File: src/rtl/mem_stage_pkg.sv
// Shared widths, write-back/register-class encodings, SRAM FSM states and
// the write-back source mux used by the memory stage.
package mem_stage_pkg;

   localparam int DATA_BUS       = 16;
   localparam int REG_ADDR_BUS   = 4;
   localparam int WB_DATA_OP_BUS = 2;
   localparam int REG_OP_BUS     = 2;

   localparam logic [WB_DATA_OP_BUS-1:0] WB_ALU = 2'd0;
   localparam logic [WB_DATA_OP_BUS-1:0] WB_RAM = 2'd1;
   localparam logic [WB_DATA_OP_BUS-1:0] WB_PC  = 2'd2;
   localparam logic [WB_DATA_OP_BUS-1:0] WB_IH  = 2'd3;

   localparam logic [REG_OP_BUS-1:0] REG_OP_NONE = 2'd0;

   localparam logic RAM_READ  = 1'b0;
   localparam logic RAM_WRITE = 1'b1;

   typedef enum logic [2:0] {
      ST_IDLE     = 3'd0,
      ST_RD_SETUP = 3'd1,
      ST_RD_LATCH = 3'd2,
      ST_WR_SETUP = 3'd3,
      ST_WR_PULSE = 3'd4,
      ST_WR_HOLD  = 3'd5
   } sram_state_t;

   // RAM source yields 0 here; the real read data is substituted on retire.
   function automatic logic [DATA_BUS-1:0] wb_mux(
      input logic [WB_DATA_OP_BUS-1:0] sel,
      input logic [DATA_BUS-1:0]       alu,
      input logic [DATA_BUS-1:0]       pc,
      input logic [DATA_BUS-1:0]       ih
   );
      case (sel)
         WB_ALU:  return alu;
         WB_PC:   return pc;
         WB_IH:   return ih;
         default: return '0;
      endcase
   endfunction

endpackage

File: src/rtl/mem_stage_sram_ctrl.sv
// Asynchronous SRAM access sequencer: latches the request, walks the
// setup/strobe/hold phases and drives registered, glitch-free strobes.
//
//   state     | meaning
//   ----------+-----------------------------------------------
//   IDLE      | no access; strobes inactive, address/data 0
//   RD_SETUP  | ce_n/oe_n low, address settling
//   RD_LATCH  | ce_n/oe_n low, read data sampled at end of cycle
//   WR_SETUP  | ce_n low, data driven, we_n still high
//   WR_PULSE  | we_n low for exactly this cycle
//   WR_HOLD   | we_n high again, address/data held one more cycle
module sram_ctrl
   import mem_stage_pkg::*;
#(
   parameter int ADDR_W = 18
) (
   input  logic                i_clk,
   input  logic                i_rst,
   input  logic                i_start,
   input  logic                i_op,
   input  logic [DATA_BUS-1:0] i_addr,
   input  logic [DATA_BUS-1:0] i_wdata,
   output logic                o_busy,
   output logic                o_done,
   output logic [ADDR_W-1:0]   o_ram_addr,
   output logic [DATA_BUS-1:0] o_ram_wdata,
   output logic                o_ram_data_oe,
   output logic                o_ram_ce_n,
   output logic                o_ram_oe_n,
   output logic                o_ram_we_n
);

   sram_state_t         r_state;
   logic [DATA_BUS-1:0] r_addr_q;
   logic [DATA_BUS-1:0] r_wdata_q;
   logic [ADDR_W-1:0]   w_addr_in_ext;
   logic [ADDR_W-1:0]   w_addr_q_ext;

   assign w_addr_in_ext = {{(ADDR_W-DATA_BUS){1'b0}}, i_addr};
   assign w_addr_q_ext  = {{(ADDR_W-DATA_BUS){1'b0}}, r_addr_q};

   // Sequencer; every output is loaded with the value for the state being entered.
   always_ff @(posedge i_clk) begin
      if (i_rst) begin
         r_state       <= ST_IDLE;
         r_addr_q      <= '0;
         r_wdata_q     <= '0;
         o_busy        <= 1'b0;
         o_done        <= 1'b0;
         o_ram_addr    <= '0;
         o_ram_wdata   <= '0;
         o_ram_data_oe <= 1'b0;
         o_ram_ce_n    <= 1'b1;
         o_ram_oe_n    <= 1'b1;
         o_ram_we_n    <= 1'b1;
      end else begin
         o_busy        <= 1'b0;
         o_done        <= 1'b0;
         o_ram_addr    <= '0;
         o_ram_wdata   <= '0;
         o_ram_data_oe <= 1'b0;
         o_ram_ce_n    <= 1'b1;
         o_ram_oe_n    <= 1'b1;
         o_ram_we_n    <= 1'b1;
         case (r_state)
            ST_IDLE: begin
               if (i_start) begin
                  r_addr_q   <= i_addr;
                  r_wdata_q  <= i_wdata;
                  o_busy     <= 1'b1;
                  o_ram_ce_n <= 1'b0;
                  o_ram_addr <= w_addr_in_ext;
                  if (i_op == RAM_WRITE) begin
                     r_state       <= ST_WR_SETUP;
                     o_ram_data_oe <= 1'b1;
                     o_ram_wdata   <= i_wdata;
                  end else begin
                     r_state    <= ST_RD_SETUP;
                     o_ram_oe_n <= 1'b0;
                  end
               end
            end
            ST_RD_SETUP: begin
               r_state    <= ST_RD_LATCH;
               o_done     <= 1'b1;
               o_ram_ce_n <= 1'b0;
               o_ram_oe_n <= 1'b0;
               o_ram_addr <= w_addr_q_ext;
            end
            ST_WR_SETUP: begin
               r_state       <= ST_WR_PULSE;
               o_busy        <= 1'b1;
               o_ram_ce_n    <= 1'b0;
               o_ram_we_n    <= 1'b0;
               o_ram_data_oe <= 1'b1;
               o_ram_addr    <= w_addr_q_ext;
               o_ram_wdata   <= r_wdata_q;
            end
            ST_WR_PULSE: begin
               r_state       <= ST_WR_HOLD;
               o_done        <= 1'b1;
               o_ram_ce_n    <= 1'b0;
               o_ram_data_oe <= 1'b1;
               o_ram_addr    <= w_addr_q_ext;
               o_ram_wdata   <= r_wdata_q;
            end
            default: r_state <= ST_IDLE;
         endcase
      end
   end

endmodule

File: src/rtl/mem_stage.sv
// Memory stage: launches SRAM accesses, stalls the front of the pipeline
// while one is in flight, and registers the selected write-back into MEM/WB.
module mem_stage
   import mem_stage_pkg::*;
#(
   parameter int ADDR_W = 18
) (
   input  logic                      clk_50MHz,
   input  logic                      rst,
   input  logic                      em_RAM_en,
   input  logic                      em_RAM_op,
   input  logic [WB_DATA_OP_BUS-1:0] em_DATA_op,
   input  logic [REG_OP_BUS-1:0]     em_REG_op,
   input  logic [DATA_BUS-1:0]       em_IH,
   input  logic [DATA_BUS-1:0]       em_PC,
   input  logic [DATA_BUS-1:0]       em_ALU_data,
   input  logic [DATA_BUS-1:0]       em_RAM_WB_data,
   input  logic [REG_ADDR_BUS-1:0]   em_WB_addr,
   output logic                      mem_stall,
   output logic [ADDR_W-1:0]         ram_addr,
   output logic [DATA_BUS-1:0]       ram_wdata,
   output logic                      ram_data_oe,
   input  logic [DATA_BUS-1:0]       ram_rdata,
   output logic                      ram_ce_n,
   output logic                      ram_oe_n,
   output logic                      ram_we_n,
   output logic [DATA_BUS-1:0]       mw_WB_data,
   output logic [REG_ADDR_BUS-1:0]   mw_WB_addr,
   output logic [REG_OP_BUS-1:0]     mw_REG_op
);

   logic                w_busy;
   logic                w_done;
   logic [DATA_BUS-1:0] w_wb_mux;

   sram_ctrl #(.ADDR_W(ADDR_W)) u_sram_ctrl (
      .i_clk         (clk_50MHz),
      .i_rst         (rst),
      .i_start       (em_RAM_en),
      .i_op          (em_RAM_op),
      .i_addr        (em_ALU_data),
      .i_wdata       (em_RAM_WB_data),
      .o_busy        (w_busy),
      .o_done        (w_done),
      .o_ram_addr    (ram_addr),
      .o_ram_wdata   (ram_wdata),
      .o_ram_data_oe (ram_data_oe),
      .o_ram_ce_n    (ram_ce_n),
      .o_ram_oe_n    (ram_oe_n),
      .o_ram_we_n    (ram_we_n)
   );

   assign w_wb_mux = wb_mux(em_DATA_op, em_ALU_data, em_PC, em_IH);

   // Neither busy nor done means IDLE, where a new request stalls immediately.
   assign mem_stall = w_busy || (!w_done && em_RAM_en);

   // MEM/WB register: retire on done, bubble while an access is pending, else pass through.
   always_ff @(posedge clk_50MHz) begin
      if (rst) begin
         mw_WB_data <= '0;
         mw_WB_addr <= '0;
         mw_REG_op  <= REG_OP_NONE;
      end else if (w_done) begin
         mw_WB_data <= (em_RAM_op == RAM_READ && em_DATA_op == WB_RAM) ? ram_rdata : w_wb_mux;
         mw_WB_addr <= em_WB_addr;
         mw_REG_op  <= em_REG_op;
      end else if (w_busy || em_RAM_en) begin
         mw_REG_op  <= REG_OP_NONE;
      end else begin
         mw_WB_data <= w_wb_mux;
         mw_WB_addr <= em_WB_addr;
         mw_REG_op  <= em_REG_op;
      end
   end

endmodule

File: config.mk
export PLATFORM = sky130hd
export DESIGN_NAME = mem_stage
export DESIGN_NICKNAME = d
export VERILOG_FILES = /design/src/rtl/mem_stage_pkg.sv /design/src/rtl/mem_stage_sram_ctrl.sv /design/src/rtl/mem_stage.sv
export SDC_FILE = /design/constraint.sdc
export NUM_CORES = 1
export LEC_CHECK = 0
export CAP_MARGIN = 20
export CORE_MARGIN = 4
export CORE_UTILIZATION = 47
export CTS_BUF_LIST = sky130_fd_sc_hd__clkbuf_8 sky130_fd_sc_hd__clkbuf_16
export CTS_CLUSTER_DIAMETER = 80
export DETAILED_ROUTE_END_ITERATION = 10
export MAX_ROUTING_LAYER = met4
export PLACE_DENSITY = 0.85
export SYNTH_ARGS = -nofsm -noshare
export SYNTH_HDL_FRONTEND = slang
export SYNTH_SLANG_ARGS = --single-unit
File: constraint.sdc
create_clock -name clk_50MHz -period 3.7 [get_ports clk_50MHz]
set_input_delay 0.925 -clock clk_50MHz [delete_from_list [all_inputs] [get_ports clk_50MHz]]
set_output_delay 0.925 -clock clk_50MHz [all_outputs]
set_load 0.005 [all_outputs]
# == Yosys cells after proc, flatten, opt, wreduce, memory -nomap -nowiden ==
# Cells that the tools add are included.
# totals
latch_bits,0
out_inout_bits,61
wordCells,61
n_memories,0
regBits,97
inputBits,92
mem_bits_ro,0
mem_bits_rw,0
# op_classes
addsub,0
n_div,0
shifts,0
order_cmp,0
bitwise_logic,1
eq_ne,8
mux,27
n_reduce_logical,11
n_mul,0
# ops
op,n
16-bit two-way mux,6
16-bit case mux with 3 select lines,1
18-bit case mux with 2 select lines,1
16-bit case mux with 2 select lines,1
3-bit case mux with 4 select lines,1
4-bit two-way mux,2
1-bit case mux with 2 select lines,4
1-bit two-way mux,7
2-bit two-way mux,3
"2-bit == test, second input constant",2
2-bit OR reduction,2
"3-bit by 1-bit == test with 1-bit output, second input constant",1
"3-bit by 2-bit == test with 1-bit output, second input constant",1
"3-bit == test, second input constant",1
3-bit zero test,1
3-bit two-way mux,1
3-bit OR reduction,1
"2-bit by 1-bit == test with 1-bit output, second input constant",1
1-bit logical AND,2
2-bit zero test,1
1-bit logical OR,2
"2-bit by 1-bit inequality test with 1-bit output, second input constant",1
"2-bit inequality test, second input constant",1
2-bit AND reduction,1
other kinds (2),2

# == Depth between registers and ports, before layout ==
# logic_depth
depth_word,4
depth_mapped,6
depth_no_buf,3

# == Cells and area by module ==
# From an unflattened synthesis, not the netlist that was laid out.
# unflattened
cells_unflattened,460
hier_area_um2,3931.3
# by_module_without_submodules
mod,area_each_um2,instances,cells_each,seq_area_each_um2
sram_ctrl,2678.8,1,308,1461.4
mem_stage,1252.5,1,152,440.4

# == Least setup slack after synthesis ==
# OpenSTA, ideal clock, no wires.
# synth_path
kind,input to output
start,input em_RAM_en
end,output mem_stall
path_stages,2
arrival_time_ns,1.223
setup_slack_ns,1.552
required_time_ns,2.775
n_path_buf,1
cell_sequence,clkbuf_2 -> a21o_1
# synth_between
elab_chain_cells,2
# synth_lines
element,line_no,text
"start, declared",mem_stage.sv:10,"input logic em_RAM_en,"
1-bit logical AND,mem_stage.sv:56,assign mem_stall = w_busy || (!w_done && em_RAM_en);
1-bit logical OR,mem_stage.sv:56,
"end, declared",mem_stage.sv:19,"output logic mem_stall,"
# Every way passes these cells.

# == Worst setup path after layout ==
# Ends and elaborated chain as after synthesis.

==> results.cfg <==
[status]
status = finished clean

[sta]
tns_ns = 0
period_share = 0.841
setup_violations = 0
maxSlewHeadroom = 0.536
hold_violations = 0
slew_viol_final = 0
fin_ws_ns = 0.587
worstMarginPinSlew_ns = 0.696
rsz0062_at_grt = no
fin_crit_ns = 3.11
skew_ns = 0.00971
max_freq_mhz = 321

[cts]
cts-buffers-inserted = 9
htreeDepth = 3
clk_pin_slew_ns = 0.09
cts_buffer_depth = 2
cts-root-buf = clkbuf_8
ctsHoldBuffers = 0
cts_num_sinks = 95
post-cts-setup-buffers = 0
cts_resized = 0
cts_tree = done
clock_latency_ns = 0.36

[synth]
ys_seq_elements = 95
synth_top_area_cell = dfxtp_1
netlist_top_cells_count = dfxtp_1, nand2_1, a21oi_1
yosysMostFrequentCell = dfxtp_1
ys.warnings.count = 0
async_reset_ff_frac = 0
ys_seq_area_frac = 0.492
ys_types = 37
synth_cells = 444
synth_edf_count = 0
synth_top_flop_cell = dfxtp_1
syn_area_sq_mm = 0.00386
yosysTopAreaCellShare = 0.492
synth_area_leaders = dfxtp_1, nand2_1, a21oi_1
syn_avg_cell_area_sq_um = 8.70

[final_layout]
final_util = 0.709
fill_cells = 610
instances_no_fill = 680
antenna_cells = 0
final_layout_size_suffix_gt1_frac = 0.118
synthToLayoutAreaGrowth_pct = 43.9
final_nets = 665

[global_routing]
grt.total_usage = 0.243
grt_max_degree = 50
antenna_found_initial = 0
grt_pass1_vias = 3676
grt_first_pass_wirelength_microns = 18600
grt_overflow = 0

[placement]
detailed_place_hpwl_microns = 8410
dpl_worst_slack_ns = 0.568
dp_cells = 661
port_buffers = 150
gp_congestion = 0.898

[worst_setup_path]
required_ns = 2.77
crit_type = in2out
r2r_slack_ns = 1.77
startpoint = em_RAM_en
reg2reg_to = u_sram_ctrl.o_ram_wdata[4]$_SDFF_PP0_
critPathLaunchType = input port
crit_arrival_ns = 2.19
critPathMaxFanout = 9
cp-end-kind = output port
reg2reg_depth = 3
endpoint = mem_stall
timing.rr.start = u_sram_ctrl.r_state[0]$_SDFFE_PP0P_

[floorplan]
initial_core_util = 0.493
rows = 32
coreArea_sq_mm = 0.00785
die_y_microns = 98.7
dieArea_sq_mm = 0.00974
die_x_microns = 98.7
io_pins = 153

[routing]
drt-initial-drc-count = 233
drtAntennaViolNets = 0
dr.pass1.iters = 5
vias_per_cell = 5.60
drc_errors = 0
wl_per_cell_microns = 17.3
drt-total-wl_microns = 11800
vias = 3807

[pwr]
switchingPower_w = 0.000615
seqPwrFrac = 0.500
leakagePower_nw = 1.95
vdd_ir_drop_max_v = 0.000218
comb_power_share = 0.192
p_int_w = 0.00165
powerDensity_mw_per_mm2 = 407
clock_power_share = 0.308
switching_share = 0.271

[flow_run]
maxCapViolations = 0

[min_path]
hold_class = reg2reg
## flip-flops by register name, indices dropped and copies added (netlist names)
name	flops
u_sram_ctrl.r_state	3
mw_REG_op	2
mw_WB_data	16
u_sram_ctrl.o_ram_oe_n	1
mw_WB_addr	4
u_sram_ctrl.r_wdata_q	16
u_sram_ctrl.o_ram_we_n	1
u_sram_ctrl.o_done	1
u_sram_ctrl.o_ram_data_oe	1
u_sram_ctrl.o_ram_wdata	16
u_sram_ctrl.o_busy	1
u_sram_ctrl.r_addr_q	16
u_sram_ctrl.o_ram_ce_n	1
u_sram_ctrl.o_ram_addr	16
## area by class of cell
cell class | instances | area [sq um] | share of cell area
timing repair buffer | 160 | 1590 | 0.286
sequential | 95 | 1900 | 0.342
multi-input combinational | 305 | 1730 | 0.312
tap | 102 | 128 | 0.0229
clock inverter | 7 | 77.6 | 0.0139
clock buffer | 9 | 124 | 0.0223
inverter | 2 | 7.51 | 0.00135
## cells in the final DEF, fill, tap and decap left out, drive strengths merged, types with 2 or more instances in the layout
cell,netlist,final
nand3,17,17
a211oi,16,16
conb,1,2
a221oi,16,16
clkinv,0,2
clkdlybuf4s50,0,149
mux2,16,16
inv,2,6
nor3b,3,3
nor2,23,23
clkbuf,19,9
o21ai,35,35
dfxtp,95,95
o21bai,2,2
nand2,91,91
o21ba,2,2
a21oi,70,70
buf,24,11
## worst min path at each step
| stage | start | to | slack (ns) | cells past startpoint |
|---|---|---|---|---|
| 2_1_floorplan | u_sram_ctrl.r_addr_q[0]$_SDFFE_PP0P_ | u_sram_ctrl.r_addr_q[0]$_SDFFE_PP0P_ | 0.43 | 2 |
| 3_3_place_gp | mw_WB_addr[0]$_SDFFE_PP0P_ | mw_WB_addr[0]$_SDFFE_PP0P_ | 0.44 | 2 |
| 3_5_place_dp | u_sram_ctrl.r_addr_q[8]$_SDFFE_PP0P_ | u_sram_ctrl.r_addr_q[8]$_SDFFE_PP0P_ | 0.44 | 2 |
| 4_1_cts | u_sram_ctrl.r_addr_q[14]$_SDFFE_PP0P_ | u_sram_ctrl.r_addr_q[14]$_SDFFE_PP0P_ | 0.46 | 2 |
| 5_1_grt | u_sram_ctrl.r_addr_q[14]$_SDFFE_PP0P_ | u_sram_ctrl.r_addr_q[14]$_SDFFE_PP0P_ | 0.47 | 2 |
| 6_report | u_sram_ctrl.r_addr_q[14]$_SDFFE_PP0P_ | u_sram_ctrl.r_addr_q[14]$_SDFFE_PP0P_ | 0.45 | 2 |
## power by group through the flow
stage          clock network [W]  logic [W]  registers [W]
2_1_floorplan                  0   0.000212        0.00115
3_3_place_gp                   0   0.000421        0.00115
3_5_place_dp                   0   0.000430        0.00115
4_1_cts                 0.000704   0.000432        0.00113
5_1_grt                 0.000750   0.000472        0.00114
6_report                0.000698   0.000436        0.00113
## kinds of logic after synthesis
kind of cell | count (synthesis) | share of synthesized area
buffers and inverters | 45 | 0.0622
muxes | 16 | 0.0466
AOI/OAI and AO/OA | 144 | 0.229
and+or+nand+nor | 142 | 0.167
other | 1 | 0.000970
xor gates and xnor gates | 1 | 0.00227
DFF | 95 | 0.492
## critical path: stages
cell             delay [ns]
clkdlybuf4s50_1        0.61
a21o_1                 0.15
clkdlybuf4s50_1        0.50
## per-layer routing
layer  global-route usage  wire length (microns)  vias up
met3               0.0510                    722       31
met4               0.0945                    372        0
met1                0.301                   4870     1820
met2                0.389                   5800      162
met5                    -                      0        -
li1                     -                      -     1794
## stage by stage
| stage | total power (W) | cell area (sq um) | hold WS, ns |
|---|---|---|---|
| 6_report | 0.00226 | 5560 | 0.455 |
| 2_1_floorplan | 0.00136 | 3870 | 0.433 |
| 5_1_grt | 0.00236 | 5560 | 0.471 |
| 3_3_place_gp | 0.00157 | 5320 | 0.438 |
| 4_1_cts | 0.00227 | 5520 | 0.457 |
| 3_5_place_dp | 0.00159 | 5320 | 0.445 |
Power figures use the tool's default switching activity.
